<file path="src/rtl/pipe_reg_hs.sv">
// Valid/ready register-slice pipeline with collapsing bubbles, synchronous flush,
// occupancy reporting and saturating stall/flush statistics counters.
module pipe_reg_hs #(
    parameter int unsigned DATA_W = 32,
    parameter int unsigned DEPTH  = 2,
    parameter int unsigned CNT_W  = 16
) (
    input  logic                       clk_i,
    input  logic                       rst_i,
    input  logic                       flush_i,
    input  logic                       in_valid_i,
    input  logic [DATA_W-1:0]          in_data_i,
    output logic                       in_ready_o,
    output logic                       out_valid_o,
    output logic [DATA_W-1:0]          out_data_o,
    input  logic                       out_ready_i,
    output logic [$clog2(DEPTH+1)-1:0] occupancy_o,
    output logic [CNT_W-1:0]           stall_cnt_o,
    output logic [CNT_W-1:0]           flush_cnt_o
);
    localparam int unsigned OCC_W = $clog2(DEPTH + 1);
    localparam int unsigned LAST  = DEPTH - 1;

    logic [DEPTH-1:0]  valid_q, valid_d;
    logic [DEPTH-1:0]  adv;
    logic [DATA_W-1:0] data_q [DEPTH];
    logic [DATA_W-1:0] data_d [DEPTH];
    logic [OCC_W-1:0]  occ_q, occ_d;
    logic [CNT_W-1:0]  stall_q, stall_d;
    logic [CNT_W-1:0]  flush_cnt_q, flush_cnt_d;
    logic              out_xfer;

    // Flush masks the output so nothing leaves while the pipe is being emptied.
    assign out_valid_o = valid_q[LAST] & ~flush_i;
    assign out_data_o  = data_q[LAST];
    assign out_xfer    = out_valid_o & out_ready_i;
    assign in_ready_o  = adv[0] & ~flush_i & ~rst_i;
    assign occupancy_o = occ_q;
    assign stall_cnt_o = stall_q;
    assign flush_cnt_o = flush_cnt_q;

    // A slice may load when it is empty or its contents move on downstream.
    always_comb begin : adv_chain
        logic downstream;
        adv        = '0;
        downstream = out_xfer;
        for (int k = DEPTH - 1; k >= 0; k--) begin
            adv[k]     = ~valid_q[k] | downstream;
            downstream = adv[k];
        end
    end

    always_comb begin
        valid_d     = valid_q;
        data_d      = data_q;
        stall_d     = stall_q;
        flush_cnt_d = flush_cnt_q;
        occ_d       = '0;

        if (flush_i) begin
            valid_d = '0;
            for (int k = 0; k < DEPTH; k++) begin
                data_d[k] = '0;
            end
        end else begin
            // Advancing with nothing incoming clears valid but keeps the stale payload.
            if (adv[0]) begin
                valid_d[0] = in_valid_i;
                if (in_valid_i) begin
                    data_d[0] = in_data_i;
                end
            end
            for (int k = 1; k < DEPTH; k++) begin
                if (adv[k]) begin
                    valid_d[k] = valid_q[k-1];
                    if (valid_q[k-1]) begin
                        data_d[k] = data_q[k-1];
                    end
                end
            end
        end

        for (int k = 0; k < DEPTH; k++) begin
            occ_d = occ_d + OCC_W'(valid_d[k]);
        end

        if (valid_q[LAST] && !out_ready_i && !flush_i && (stall_q != '1)) begin
            stall_d = stall_q + CNT_W'(1);
        end
        if (flush_i && (occ_q != '0) && (flush_cnt_q != '1)) begin
            flush_cnt_d = flush_cnt_q + CNT_W'(1);
        end
    end

    always_ff @(posedge clk_i or posedge rst_i) begin
        if (rst_i) begin
            valid_q     <= '0;
            occ_q       <= '0;
            stall_q     <= '0;
            flush_cnt_q <= '0;
            for (int k = 0; k < DEPTH; k++) begin
                data_q[k] <= '0;
            end
        end else begin
            valid_q     <= valid_d;
            occ_q       <= occ_d;
            stall_q     <= stall_d;
            flush_cnt_q <= flush_cnt_d;
            for (int k = 0; k < DEPTH; k++) begin
                data_q[k] <= data_d[k];
            end
        end
    end

endmodule

</file>
<file path="config.mk">
export PLATFORM = sky130hd
export DESIGN_NAME = pipe_reg_hs
export DESIGN_NICKNAME = d
export VERILOG_FILES = /design/src/rtl/pipe_reg_hs.sv
export SDC_FILE = /design/constraint.sdc
export NUM_CORES = 1
export LEC_CHECK = 0
export BUFFER_PORTS_ARGS = -buffer_cell sky130_fd_sc_hd__clkbuf_2
export CORE_MARGIN = 4
export CORE_UTILIZATION = 48
export CTS_BUF_LIST = sky130_fd_sc_hd__clkbuf_16
export DETAILED_ROUTE_END_ITERATION = 12
export HOLD_SLACK_MARGIN = 0.06
export PLACE_DENSITY = 0.85
export REMOVE_ABC_BUFFERS = 1
export SLEW_MARGIN = 20
export SYNTH_ARGS = -nofsm -noshare
export SYNTH_HDL_FRONTEND = slang
export SYNTH_SLANG_ARGS = --single-unit
</file>
<file path="constraint.sdc">
create_clock -name clk_i -period 3.4 [get_ports clk_i]
set_clock_uncertainty 0.2 [all_clocks]
set_input_delay 0.51 -clock clk_i [delete_from_list [all_inputs] [get_ports clk_i]]
set_output_delay 0.51 -clock clk_i [all_outputs]
set_load 0.03 [all_outputs]
</file>
==> results of run 1 <==
[synthesized netlist by cell type (4+ instances only)]
cell,number
nand3_1,12
nand2_1,10
dfrtp_1,100
a21oi_1,5
nor3_1,9
buf_2,11
nor2_1,12
and2_1,4
nand4_1,11
xnor2_1,9
and4_1,6
a22o_1,64
buf_4,32
xor2_1,14
mux2_2,5
[worst min-delay path by stage]
| stage | startpoint | to | slack [ns] | cells after the start |
|---|---|---|---|---|
| 2_1_floorplan | data_q[32] | out_data_o[0] | 0.27 | 1 |
| 3_3_place_gp | data_q[41] | out_data_o[9] | 0.28 | 1 |
| 3_5_place_dp | data_q[60] | out_data_o[28] | 0.28 | 1 |
| 4_1_cts | in_data_i[26] | data_q[58] | 0.18 | 2 |
| 5_1_grt | in_data_i[26] | data_q[58] | 0.18 | 2 |
| 6_report | in_data_i[26] | data_q[58] | 0.19 | 2 |
[sequential cells by signal, summed over array words and instances, names as in the netlist]
signal       cells
stall_cnt_o     16
out_data_o      32
valid_q          2
flush_cnt_o     16
occupancy_o      2
data_q          32
[where the power goes]
part / total, mW / switching, mW / internal, mW
clock: 0.963 / 0.456 / 0.507
sequential: 1.36 / 0.0904 / 1.27
combinational: 0.395 / 0.261 / 0.134
[layout make-up]
cell class                      count  share of cell area, %
Clock buffer                        9                   4.52
Timing Repair Buffer              109                   11.2
Tap cell                          108                   2.71
Inverter                            3                  0.276
Sequential cell                   100                   50.2
Clock inverter                      6                   1.10
Multi-Input combinational cell    193                   30.0
[layout by cell type (no fill, tap or decap), drive strengths merged]
cell,instances
nand2b,2
a21oi,6
and3,3
nor2b,2
nor4bb,1
a22o,64
dfrtp,100
o211ai,1
and4,6
dlygate4sd3,1
clkbuf,113
xnor2,9
o21ai,4
nor3b,4
and2,4
nor4,2
mux2,6
nor2,12
ha,3
a31oi,1
o2111ai,1
clkinv,3
nor3,11
nand2,10
xor2,14
nand4,14
nand3,12
nor4b,1
buf,4
inv,6
[per-stage QoR]
| step | hold slack [ns] | util (%) | total power [mW] | TNS (ns) |
|---|---|---|---|---|
| 2_1_floorplan | 0.266 | - | 1.63 | -0.414 |
| 3_3_place_gp | 0.282 | 53.8 | 1.76 | 0 |
| 3_5_place_dp | 0.283 | 53.8 | 1.78 | 0 |
| 4_1_cts | 0.177 | 57.2 | 2.75 | 0 |
| 5_1_grt | 0.184 | 57.2 | 2.85 | 0 |
| 6_report | 0.188 | 57.2 | 2.72 | 0 |
[layer usage]
metal | GRT usage, % | part of all wire, % | vias up
li1 | - | - | 1374
met1 | 24.2 | 44 | 1486
met2 | 28.4 | 47 | 98
met3 | 5.82 | 8.7 | 10
met4 | 5.58 | 1.2 | 0
met5 | 0 | 0 | -
[worst max-delay path: stages]
cell and delay, ns:
dlygate4sd3_1 0.54, clkbuf_2 0.12, inv_4 0.41, and2_1 0.21
clkbuf_2 0.21
[logic make-up after synthesis]
family	Yosys count
XOR/XNOR	23
buffers and inverters	50
adder cells (fa/ha/maj)	3
multiplexers	6
AND/OR/NAND/NOR	84
flip-flops	100
AO/OA/AOI/OAI	77
==> impl_metrics.xml, run 1 <==
<?xml version="1.0" encoding="UTF-8"?>
<metrics>
  <group name="timing">
    <metric name="grt_setup_unrepaired" unit="">no</metric>
    <metric name="hold_viol" unit="">0</metric>
    <metric name="postLayoutSetupSlackWorst" unit="ns">0.665</metric>
    <metric name="worst_slew_margin_rel" unit="%">56.2</metric>
    <metric name="worst-slew-pin-transition" unit="ns">0.657</metric>
    <metric name="finalWorstPathRequiredPeriod" unit="ns">2.73</metric>
    <metric name="clock.fmax" unit="MHz">366</metric>
    <metric name="fin_crit_sh" unit="%">80.4</metric>
    <metric name="timing.final.max_slew_violations" unit="">0</metric>
    <metric name="setup-violations-final" unit="">0</metric>
  </group>
  <group name="synthesis">
    <metric name="mappedNetlistArea" unit="mm^2">0.00432</metric>
    <metric name="ys_seq_elements" unit="">100</metric>
    <metric name="ys_seq_area_share" unit="%">58.0</metric>
    <metric name="synthArstFlopShare" unit="%">100</metric>
    <metric name="synth_largest_type_area_fraction" unit="%">58.0</metric>
    <metric name="synthSimpleGateAreaFrac" unit="%">12.5</metric>
    <metric name="syn_avg_cell_area" unit="um^2">12.6</metric>
    <metric name="synthFlopType" unit="">dfrtp_1</metric>
    <metric name="synth.largest_area_cell" unit="">dfrtp_1</metric>
    <metric name="post_synth_edffs" unit="">0</metric>
    <metric name="ys_types" unit="">38</metric>
    <metric name="synth-xor-area-share" unit="%">4.67</metric>
    <metric name="synth_cells" unit="">343</metric>
    <metric name="synth_adder_area_share" unit="%">0.870</metric>
    <metric name="post_synthesis_compound_gate_area_fraction" unit="%">14.8</metric>
    <metric name="synth.area.mux_share" unit="%">1.65</metric>
    <metric name="yosysWarnings" unit="">0</metric>
    <metric name="synth_top_family_by_area" unit="">compound AO/OA/AOI/OAI gates</metric>
    <metric name="synthTopCellsByArea" unit="">dfrtp_1, a22o_1, buf_4</metric>
  </group>
  <group name="setup_path">
    <metric name="worstReg2RegEnd" unit="">stall_cnt_o[1]</metric>
    <metric name="critical_path_arrival" unit="ns">2.02</metric>
    <metric name="start_kind" unit="">input pin</metric>
    <metric name="critical_path_peak_fanout" unit="">47</metric>
    <metric name="r2r_cells" unit="">5</metric>
    <metric name="worstSetupEndpointType" unit="">primary output</metric>
    <metric name="endpoint" unit="">in_ready_o</metric>
    <metric name="required_worst_endpoint" unit="ns">2.69</metric>
    <metric name="crit_path_start" unit="">rst_i</metric>
    <metric name="r2r-start" unit="">stall_cnt_o[0]</metric>
    <metric name="path_class" unit="">input pin to primary output</metric>
    <metric name="r2r_setup_slack" unit="ns">1.41</metric>
  </group>
  <group name="drt">
    <metric name="via_count" unit="">2968</metric>
    <metric name="detail_route.iter0.violations" unit="">93</metric>
    <metric name="route.final.wire_length" unit="um">8940</metric>
    <metric name="detailedRoute.firstPassIterationCount" unit="">4</metric>
    <metric name="drtAntennaViolNets" unit="">0</metric>
    <metric name="drc" unit="">0</metric>
    <metric name="average_detailed_routed_wire_length_per_instance" unit="um">16.9</metric>
    <metric name="via_per_inst" unit="">5.62</metric>
  </group>
  <group name="clocking">
    <metric name="clk_latency" unit="ns">0.33</metric>
    <metric name="cts-hold-fix-buffers" unit="">1</metric>
    <metric name="post_cts_resized" unit="">0</metric>
    <metric name="cts-root-to-sink-buffers" unit="">2</metric>
    <metric name="cts_tree" unit="">built</metric>
    <metric name="htree_num_levels" unit="">3</metric>
    <metric name="clk_pin_slew" unit="ns">0.07</metric>
    <metric name="post_cts_repair_setup_buffers" unit="">0</metric>
    <metric name="ctsRootBufferMaster" unit="">clkbuf_16</metric>
    <metric name="cts-buffers-inserted" unit="">9</metric>
    <metric name="cts_sinks" unit="">100</metric>
  </group>
  <group name="die">
    <metric name="dieHeight" unit="um">103</metric>
    <metric name="floorplan.die.width" unit="um">103</metric>
    <metric name="pin_count" unit="">105</metric>
    <metric name="start_util" unit="%">49.5</metric>
    <metric name="fp_rows" unit="">34</metric>
    <metric name="core_area" unit="mm^2">0.00872</metric>
    <metric name="fp.dieArea" unit="mm^2">0.0106</metric>
  </group>
  <group name="global_routing">
    <metric name="globalRouteTotalUtil" unit="%">18.1</metric>
    <metric name="global_route_wire_length_before_repair" unit="um">15000</metric>
    <metric name="number_of_antenna_violations_at_the_first_check_in_global_routing" unit="">0</metric>
    <metric name="gr-total-overflow" unit="">0</metric>
    <metric name="grt_pass1_vias" unit="">3027</metric>
    <metric name="grt_start_max_net_pins" unit="">56</metric>
  </group>
  <group name="min_path">
    <metric name="min-delay-path-class" unit="">input pin to flip-flop</metric>
  </group>
  <group name="run_status">
    <metric name="outcome" unit="">completed</metric>
  </group>
  <group name="power">
    <metric name="leakagePower" unit="nW">2.58</metric>
    <metric name="worst_ir_drop_vdd" unit="mV">0.246</metric>
    <metric name="power_density" unit="mW/mm^2">545</metric>
  </group>
  <group name="cells_and_area">
    <metric name="multi_input_comb_area" unit="mm^2">0.00150</metric>
    <metric name="final_nets" unit="">456</metric>
    <metric name="final_layout_size_suffix_gt1_share" unit="%">34.3</metric>
    <metric name="final_area" unit="mm^2">0.00499</metric>
    <metric name="seq_area" unit="mm^2">0.00250</metric>
    <metric name="antenna-diode-count" unit="">0</metric>
    <metric name="instances_no_fill" unit="">528</metric>
    <metric name="area_growth" unit="%">15.5</metric>
    <metric name="nFillCells" unit="">740</metric>
  </group>
  <group name="place">
    <metric name="port_buffers" unit="">104</metric>
    <metric name="place.detailed.hpwl" unit="um">6270</metric>
    <metric name="detailed_place.area" unit="mm^2">0.00470</metric>
    <metric name="placed_cells" unit="">512</metric>
    <metric name="gp_routability_congestion" unit="">0.791</metric>
    <metric name="pre_cts_ws" unit="ns">1.01</metric>
  </group>
  <group name="job">
    <metric name="drv.max_cap_violation_count" unit="">0</metric>
  </group>
</metrics>
(Power assumes the default switching activity.)
==> run 2, diff against run 1 <==
--- a/config.mk
+++ b/config.mk
@@ -7,11 +7,11 @@
 export LEC_CHECK = 0
 export BUFFER_PORTS_ARGS = -buffer_cell sky130_fd_sc_hd__clkbuf_2
 export CORE_MARGIN = 4
-export CORE_UTILIZATION = 48
+export CORE_UTILIZATION = 53
 export CTS_BUF_LIST = sky130_fd_sc_hd__clkbuf_16
 export DETAILED_ROUTE_END_ITERATION = 12
 export HOLD_SLACK_MARGIN = 0.06
-export PLACE_DENSITY = 0.85
+export PLACE_DENSITY = 0.88
 export REMOVE_ABC_BUFFERS = 1
 export SLEW_MARGIN = 20
 export SYNTH_ARGS = -nofsm -noshare
==> constraint.sdc (replaced) <==
create_clock -name clk_i -period 2.75 [get_ports clk_i]
set_clock_uncertainty 0.2 [all_clocks]
set_input_delay 0.4125 -clock clk_i [delete_from_list [all_inputs] [get_ports clk_i]]
set_output_delay 0.4125 -clock clk_i [all_outputs]
set_load 0.03 [all_outputs]
==> run 2 against run 1 <==
Setup slack got worse by 0.083 ns. Clock power rose by 24%. Critical path depth did not move. Hold slack got worse by 0.098 ns. First-iteration DRC count fell by 19%. Register-to-register slack got worse by 0.70 ns.
==> impl_metrics.xml, run 2 (synthesized netlist as in run 1, its figures left out) <==
<?xml version="1.0" encoding="UTF-8"?>
<metrics>
  <group name="die">
    <metric name="start_util" unit="%">55.3</metric>
    <metric name="fp.dieArea" unit="mm^2">0.00965</metric>
    <metric name="fp_rows" unit="">32</metric>
    <metric name="floorplan.die.width" unit="um">98.2</metric>
    <metric name="pin_count" unit="">105</metric>
    <metric name="dieHeight" unit="um">98.2</metric>
    <metric name="core_area" unit="mm^2">0.00781</metric>
  </group>
  <group name="drt">
    <metric name="detailedRoute.firstPassIterationCount" unit="">4</metric>
    <metric name="route.final.wire_length" unit="um">8900</metric>
    <metric name="drtAntennaViolNets" unit="">0</metric>
    <metric name="via_per_inst" unit="">5.72</metric>
    <metric name="detail_route.iter0.violations" unit="">75</metric>
    <metric name="via_count" unit="">2999</metric>
    <metric name="average_detailed_routed_wire_length_per_instance" unit="um">17.0</metric>
    <metric name="drc" unit="">0</metric>
  </group>
  <group name="timing">
    <metric name="timing.final.max_slew_violations" unit="">0</metric>
    <metric name="hold_ws" unit="ns">0.0904</metric>
    <metric name="setup-violations-final" unit="">0</metric>
    <metric name="fin_crit_sh" unit="%">78.8</metric>
    <metric name="worst-slew-pin-transition" unit="ns">0.614</metric>
    <metric name="grt_setup_unrepaired" unit="">no</metric>
    <metric name="hold_viol" unit="">0</metric>
    <metric name="finalWorstPathRequiredPeriod" unit="ns">2.17</metric>
    <metric name="totalNegativeSetupSlack" unit="ns">0</metric>
    <metric name="worst_slew_margin_rel" unit="%">59.0</metric>
    <metric name="clock.fmax" unit="MHz">461</metric>
  </group>
  <group name="place">
    <metric name="place.detailed.hpwl" unit="um">6170</metric>
    <metric name="placed_cells" unit="">507</metric>
    <metric name="gp_routability_congestion" unit="">0.802</metric>
    <metric name="port_buffers" unit="">104</metric>
  </group>
  <group name="power">
    <metric name="leakagePower" unit="nW">2.59</metric>
    <metric name="worst_ir_drop_vdd" unit="mV">0.322</metric>
    <metric name="power_density" unit="mW/mm^2">672</metric>
  </group>
  <group name="setup_path">
    <metric name="worstSetupEndpointType" unit="">primary output</metric>
    <metric name="required_worst_endpoint" unit="ns">2.14</metric>
    <metric name="critical_path_arrival" unit="ns">1.56</metric>
    <metric name="critical_path_peak_fanout" unit="">12</metric>
    <metric name="start_kind" unit="">input pin</metric>
    <metric name="path_class" unit="">input pin to primary output</metric>
  </group>
  <group name="cells_and_area">
    <metric name="nFillCells" unit="">619</metric>
    <metric name="layout.cells.most_common_list" unit="">clkbuf_2, dfrtp_1, a22o_1, xor2_1</metric>
    <metric name="area_growth" unit="%">15.7</metric>
    <metric name="antenna-diode-count" unit="">0</metric>
    <metric name="instances_no_fill" unit="">524</metric>
    <metric name="layout.core_utilization" unit="%">63.9</metric>
    <metric name="final_layout_size_suffix_gt1_share" unit="%">34.4</metric>
    <metric name="layout_commonest_cell" unit="">clkbuf_2</metric>
    <metric name="final_nets" unit="">457</metric>
    <metric name="multi_input_comb_area" unit="mm^2">0.00150</metric>
    <metric name="seq_area" unit="mm^2">0.00250</metric>
  </group>
  <group name="global_routing">
    <metric name="globalRouteTotalUtil" unit="%">19.1</metric>
    <metric name="number_of_antenna_violations_at_the_first_check_in_global_routing" unit="">0</metric>
    <metric name="gr-total-overflow" unit="">0</metric>
    <metric name="global_route_wire_length_before_repair" unit="um">15100</metric>
    <metric name="grt_pass1_vias" unit="">3078</metric>
    <metric name="grt_start_max_net_pins" unit="">48</metric>
  </group>
  <group name="clocking">
    <metric name="ctsRootBufferMaster" unit="">clkbuf_16</metric>
    <metric name="clk_latency" unit="ns">0.33</metric>
    <metric name="post_cts_resized" unit="">0</metric>
    <metric name="cts_tree" unit="">built</metric>
    <metric name="cts-root-to-sink-buffers" unit="">2</metric>
    <metric name="cts-buffers-inserted" unit="">9</metric>
    <metric name="clk_pin_slew" unit="ns">0.07</metric>
    <metric name="cts_sinks" unit="">100</metric>
    <metric name="htree_num_levels" unit="">3</metric>
  </group>
  <group name="min_path">
    <metric name="min-delay-path-class" unit="">input pin to flip-flop</metric>
  </group>
  <group name="job">
    <metric name="drv.max_cap_violation_count" unit="">0</metric>
  </group>
  <group name="run_status">
    <metric name="outcome" unit="">completed</metric>
  </group>
</metrics>
==> run 2: path summary, 6_finish.rpt <==
| path | startpoint | to | slack [ns] | cells after the start |
|---|---|---|---|---|
| setup / recovery | rst_i | in_ready_o | 0.58 | 5 |
| hold / removal | in_data_i[6] | data_q[38] | 0.09 | 2 |
| setup reg to reg | stall_cnt_o[0] | stall_cnt_o[1] | 0.71 | 5 |
| hold reg to reg | data_q[54] | out_data_o[22] | 0.30 | 1 |
| max in group asynchronous | rst_i | data_q[60] | 1.27 | 4 |
| min in group asynchronous | rst_i | out_data_o[0] | 0.31 | 3 |
==> run 2: worst max-delay path: stages <==
cell and delay [ns]:
dlygate4sd3_1 0.53, clkbuf_2 0.12, inv_4 0.13, and2_1 0.15, clkbuf_2 0.21
==> run 2: routing by layer <==
metal	routed length, um	part of all wire [%]	global-route usage, %
met1	3840	43	24.9
met2	4360	49	31.7
met3	615	6.9	4.86
met4	90	1.0	5.88
met5	0	0	0
==> run 2: power breakdown <==
| part | internal (mW) | switching, mW |
|---|---|---|
| Sequential | 1.57 | 0.111 |
| Clock | 0.628 | 0.559 |
| Combinational | 0.166 | 0.320 |
==> run 2: through the flow <==
stage | worst slack, ns | cell area, um^2 | power, mW
2_1_floorplan | -0.869 | 4000 | 2.01
3_3_place_gp | 0.522 | 4700 | 2.18
3_5_place_dp | 0.447 | 4700 | 2.20
4_1_cts | 0.475 | 4990 | 3.40
5_1_grt | 0.498 | 4990 | 3.51
6_report | 0.582 | 4990 | 3.35
==> run 2: timing repair <==
| item | 4_1_cts | 5_1_grt |
|---|---|---|
| buffers inserted | 0 | 0 |
| hold buffers | 1 | 0 |
| endpoints found under the hold margin | 9 | 0 |
| setup endpoints to repair | 0 | 0 |
==> run 2: cell type report <==
type	count	share of cell area (%)
Clock inverter	7	1.20
Inverter	3	0.276
Tap cell	102	2.56
Clock buffer	9	4.51
Multi-Input combinational cell	193	29.9
Sequential cell	100	50.1
Timing Repair Buffer	110	11.4
==> run 3, diff against run 2 <==
==> constraint.sdc (replaced) <==
create_clock -name clk_i -period 2.05 [get_ports clk_i]
set_clock_uncertainty 0.2 [all_clocks]
set_input_delay 0.3075 -clock clk_i [delete_from_list [all_inputs] [get_ports clk_i]]
set_output_delay 0.3075 -clock clk_i [all_outputs]
set_load 0.03 [all_outputs]
==> run 3 against run 2 <==
Final area increased by 8.6%. Hold slack better by 0.0049 ns. Routed wire length up 9.6%. Sequential power grew 34%. Power rose by 40%. Register-to-register slack worse by 0.61 ns. Utilization is 5.5 points higher. Final cell count rose by 6.7%. Clock power up 45%. Die area unchanged. Combinational power increased by 51%. Sequential share of layout area down 4.0 points. Critical path type is now flip-flop to flip-flop. Largest cell class unchanged. Highest routed layer unchanged.
==> impl_metrics.xml, run 3 (synthesized netlist as in run 1, its figures left out) <==
<?xml version="1.0" encoding="UTF-8"?>
<metrics>
  <group name="setup_path">
    <metric name="buffer_and_inverter_count_on_the_worst_path" unit="">0</metric>
    <metric name="r2r_setup_slack" unit="ns">0.1</metric>
    <metric name="start_kind" unit="">flip-flop</metric>
    <metric name="path_class" unit="">flip-flop to flip-flop</metric>
    <metric name="required_worst_endpoint" unit="ns">2.06</metric>
    <metric name="critical-path-top-delay-family" unit="">simple AND/OR/NAND/NOR gates</metric>
    <metric name="critical_path_peak_fanout" unit="">4</metric>
    <metric name="critical_path_arrival" unit="ns">1.96</metric>
    <metric name="cp_slowest_cell" unit="">dfrtp_1</metric>
    <metric name="timing.critical_path.mode_cell" unit="">and4_1</metric>
    <metric name="crit_path_max_incr_delay" unit="ns">0.42</metric>
    <metric name="worstSetupEndpointType" unit="">flip-flop</metric>
    <metric name="critical_path_cell_list" unit="">ha_1 -&gt; and4_1 -&gt; and4_1 -&gt; nor2_1 -&gt; mux2_2</metric>
  </group>
  <group name="cells_and_area">
    <metric name="seq_area" unit="mm^2">0.00250</metric>
    <metric name="layout_commonest_cell" unit="">clkbuf_2</metric>
    <metric name="area_growth" unit="%">25.7</metric>
    <metric name="final_nets" unit="">492</metric>
    <metric name="instances_no_fill" unit="">559</metric>
    <metric name="nFillCells" unit="">553</metric>
    <metric name="final_layout_size_suffix_gt1_share" unit="%">32.2</metric>
    <metric name="multi_input_comb_area" unit="mm^2">0.00150</metric>
    <metric name="antenna-diode-count" unit="">0</metric>
    <metric name="layout.cells.most_common_list" unit="">clkbuf_2, dfrtp_1, a22o_1, dlygate4sd3_1, xor2_1</metric>
  </group>
  <group name="clocking">
    <metric name="cts_tree" unit="">built</metric>
    <metric name="ctsRootBufferMaster" unit="">clkbuf_16</metric>
    <metric name="cts-buffers-inserted" unit="">9</metric>
    <metric name="cts-root-to-sink-buffers" unit="">2</metric>
    <metric name="cts_sinks" unit="">100</metric>
    <metric name="clk_latency" unit="ns">0.33</metric>
    <metric name="clk_pin_slew" unit="ns">0.07</metric>
    <metric name="post_cts_repair_setup_buffers" unit="">0</metric>
    <metric name="htree_num_levels" unit="">3</metric>
  </group>
  <group name="power">
    <metric name="power_density" unit="mW/mm^2">867</metric>
    <metric name="power" unit="mW">4.70</metric>
    <metric name="leakagePower" unit="nW">2.77</metric>
    <metric name="worst_ir_drop_vdd" unit="mV">0.605</metric>
  </group>
  <group name="global_routing">
    <metric name="global_route_wire_length_before_repair" unit="um">16400</metric>
    <metric name="globalRouteTotalUtil" unit="%">21.1</metric>
    <metric name="grt_start_max_net_pins" unit="">101</metric>
    <metric name="grt_pass1_vias" unit="">3265</metric>
    <metric name="gr-total-overflow" unit="">0</metric>
    <metric name="number_of_antenna_violations_at_the_first_check_in_global_routing" unit="">0</metric>
  </group>
  <group name="timing">
    <metric name="worst_slew_margin_rel" unit="%">65.6</metric>
    <metric name="setup-violations-final" unit="">0</metric>
    <metric name="worst-slew-pin-transition" unit="ns">0.516</metric>
    <metric name="totalNegativeSetupSlack" unit="ns">0</metric>
    <metric name="finalWorstPathRequiredPeriod" unit="ns">1.95</metric>
    <metric name="grt_setup_unrepaired" unit="">no</metric>
    <metric name="timing.final.max_slew_violations" unit="">0</metric>
    <metric name="fin_crit_sh" unit="%">95.2</metric>
    <metric name="clock.fmax" unit="MHz">513</metric>
    <metric name="hold_viol" unit="">0</metric>
  </group>
  <group name="run_status">
    <metric name="outcome" unit="">completed</metric>
  </group>
  <group name="die">
    <metric name="fp.dieArea" unit="mm^2">0.00965</metric>
    <metric name="fp_rows" unit="">32</metric>
    <metric name="dieHeight" unit="um">98.2</metric>
    <metric name="start_util" unit="%">55.3</metric>
    <metric name="floorplan.die.width" unit="um">98.2</metric>
    <metric name="pin_count" unit="">105</metric>
    <metric name="core_area" unit="mm^2">0.00781</metric>
  </group>
  <group name="place">
    <metric name="port_buffers" unit="">104</metric>
    <metric name="placed_cells" unit="">510</metric>
    <metric name="gp_routability_congestion" unit="">0.848</metric>
    <metric name="place.detailed.hpwl" unit="um">6030</metric>
  </group>
  <group name="drt">
    <metric name="detail_route.iter0.violations" unit="">107</metric>
    <metric name="average_detailed_routed_wire_length_per_instance" unit="um">17.5</metric>
    <metric name="via_count" unit="">3148</metric>
    <metric name="route.final.wire_length" unit="um">9760</metric>
    <metric name="drtAntennaViolNets" unit="">0</metric>
    <metric name="via_per_inst" unit="">5.63</metric>
    <metric name="drc" unit="">0</metric>
    <metric name="detailedRoute.firstPassIterationCount" unit="">4</metric>
  </group>
  <group name="job">
    <metric name="drv.max_cap_violation_count" unit="">0</metric>
  </group>
  <group name="min_path">
    <metric name="min-delay-path-class" unit="">input pin to flip-flop</metric>
  </group>
</metrics>
## run 3: report_power, final
group / leakage (nW) / switching (mW) / internal [mW] / total (mW)
registers: 1.36 / 0.145 / 2.11 / 2.25
clock network: 0.151 / 0.752 / 0.968 / 1.72
logic: 1.26 / 0.452 / 0.281 / 0.733
## run 3: metrics by stage
stage	setup slack (ns)	area, um^2	hold slack [ns]	util [%]
final	0.0988	5420	0.0953	69.5
after global routing	0.0330	5420	0.111	69.5
after CTS	0.0836	5420	0.0817	69.4
after detailed placement	0.110	4780	0.284	61.2
after global placement	0.205	4780	0.275	61.2
after floorplan	-1.36	4000	0.189	-
## run 3: final timing paths
| path | to | from | cells after the start |
|---|---|---|---|
| max in group asynchronous | flush_cnt_o[14] | rst_i | 4 |
| min in group asynchronous | out_data_o[21] | rst_i | 4 |
| worst min-delay path | valid_q[0] | in_valid_i | 3 |
| worst min register to register | out_data_o[9] | data_q[41] | 1 |
| worst max register to register | flush_cnt_o[1] | flush_cnt_o[0] | 5 |
| worst max-delay path | flush_cnt_o[1] | flush_cnt_o[0] | 5 |
## run 3: metal layers
layer  global-route usage (%)  share of wire [%]  vias up
li1                         -                  -     1449
met1                     28.6                 43     1577
met2                     32.9                 50      116
met3                     7.36                6.7        6
met4                     5.57               0.62        0
met5                        0                  0        -
## run 3: tightest hold or removal path: cells and delay by family
kind            cells  cell delay (ns)
compound gates      1             0.11
buf+inv             1             0.10
simple gates        1             0.07
## run 3: area by class of cell
class	instances	share of cell area, %
timing repair buffer	145	17.9
inverter	3	0.254
clock buffer	9	4.15
tap	102	2.35
clock inverter	7	1.52
multi-input combinational	193	27.6
sequential	100	46.1
## run 3: what timing repair did
item,CTS,global route
hold buffers,33,0
setup endpoints to repair,0,2
resized for setup,0,1
hold endpoints to repair,132,0
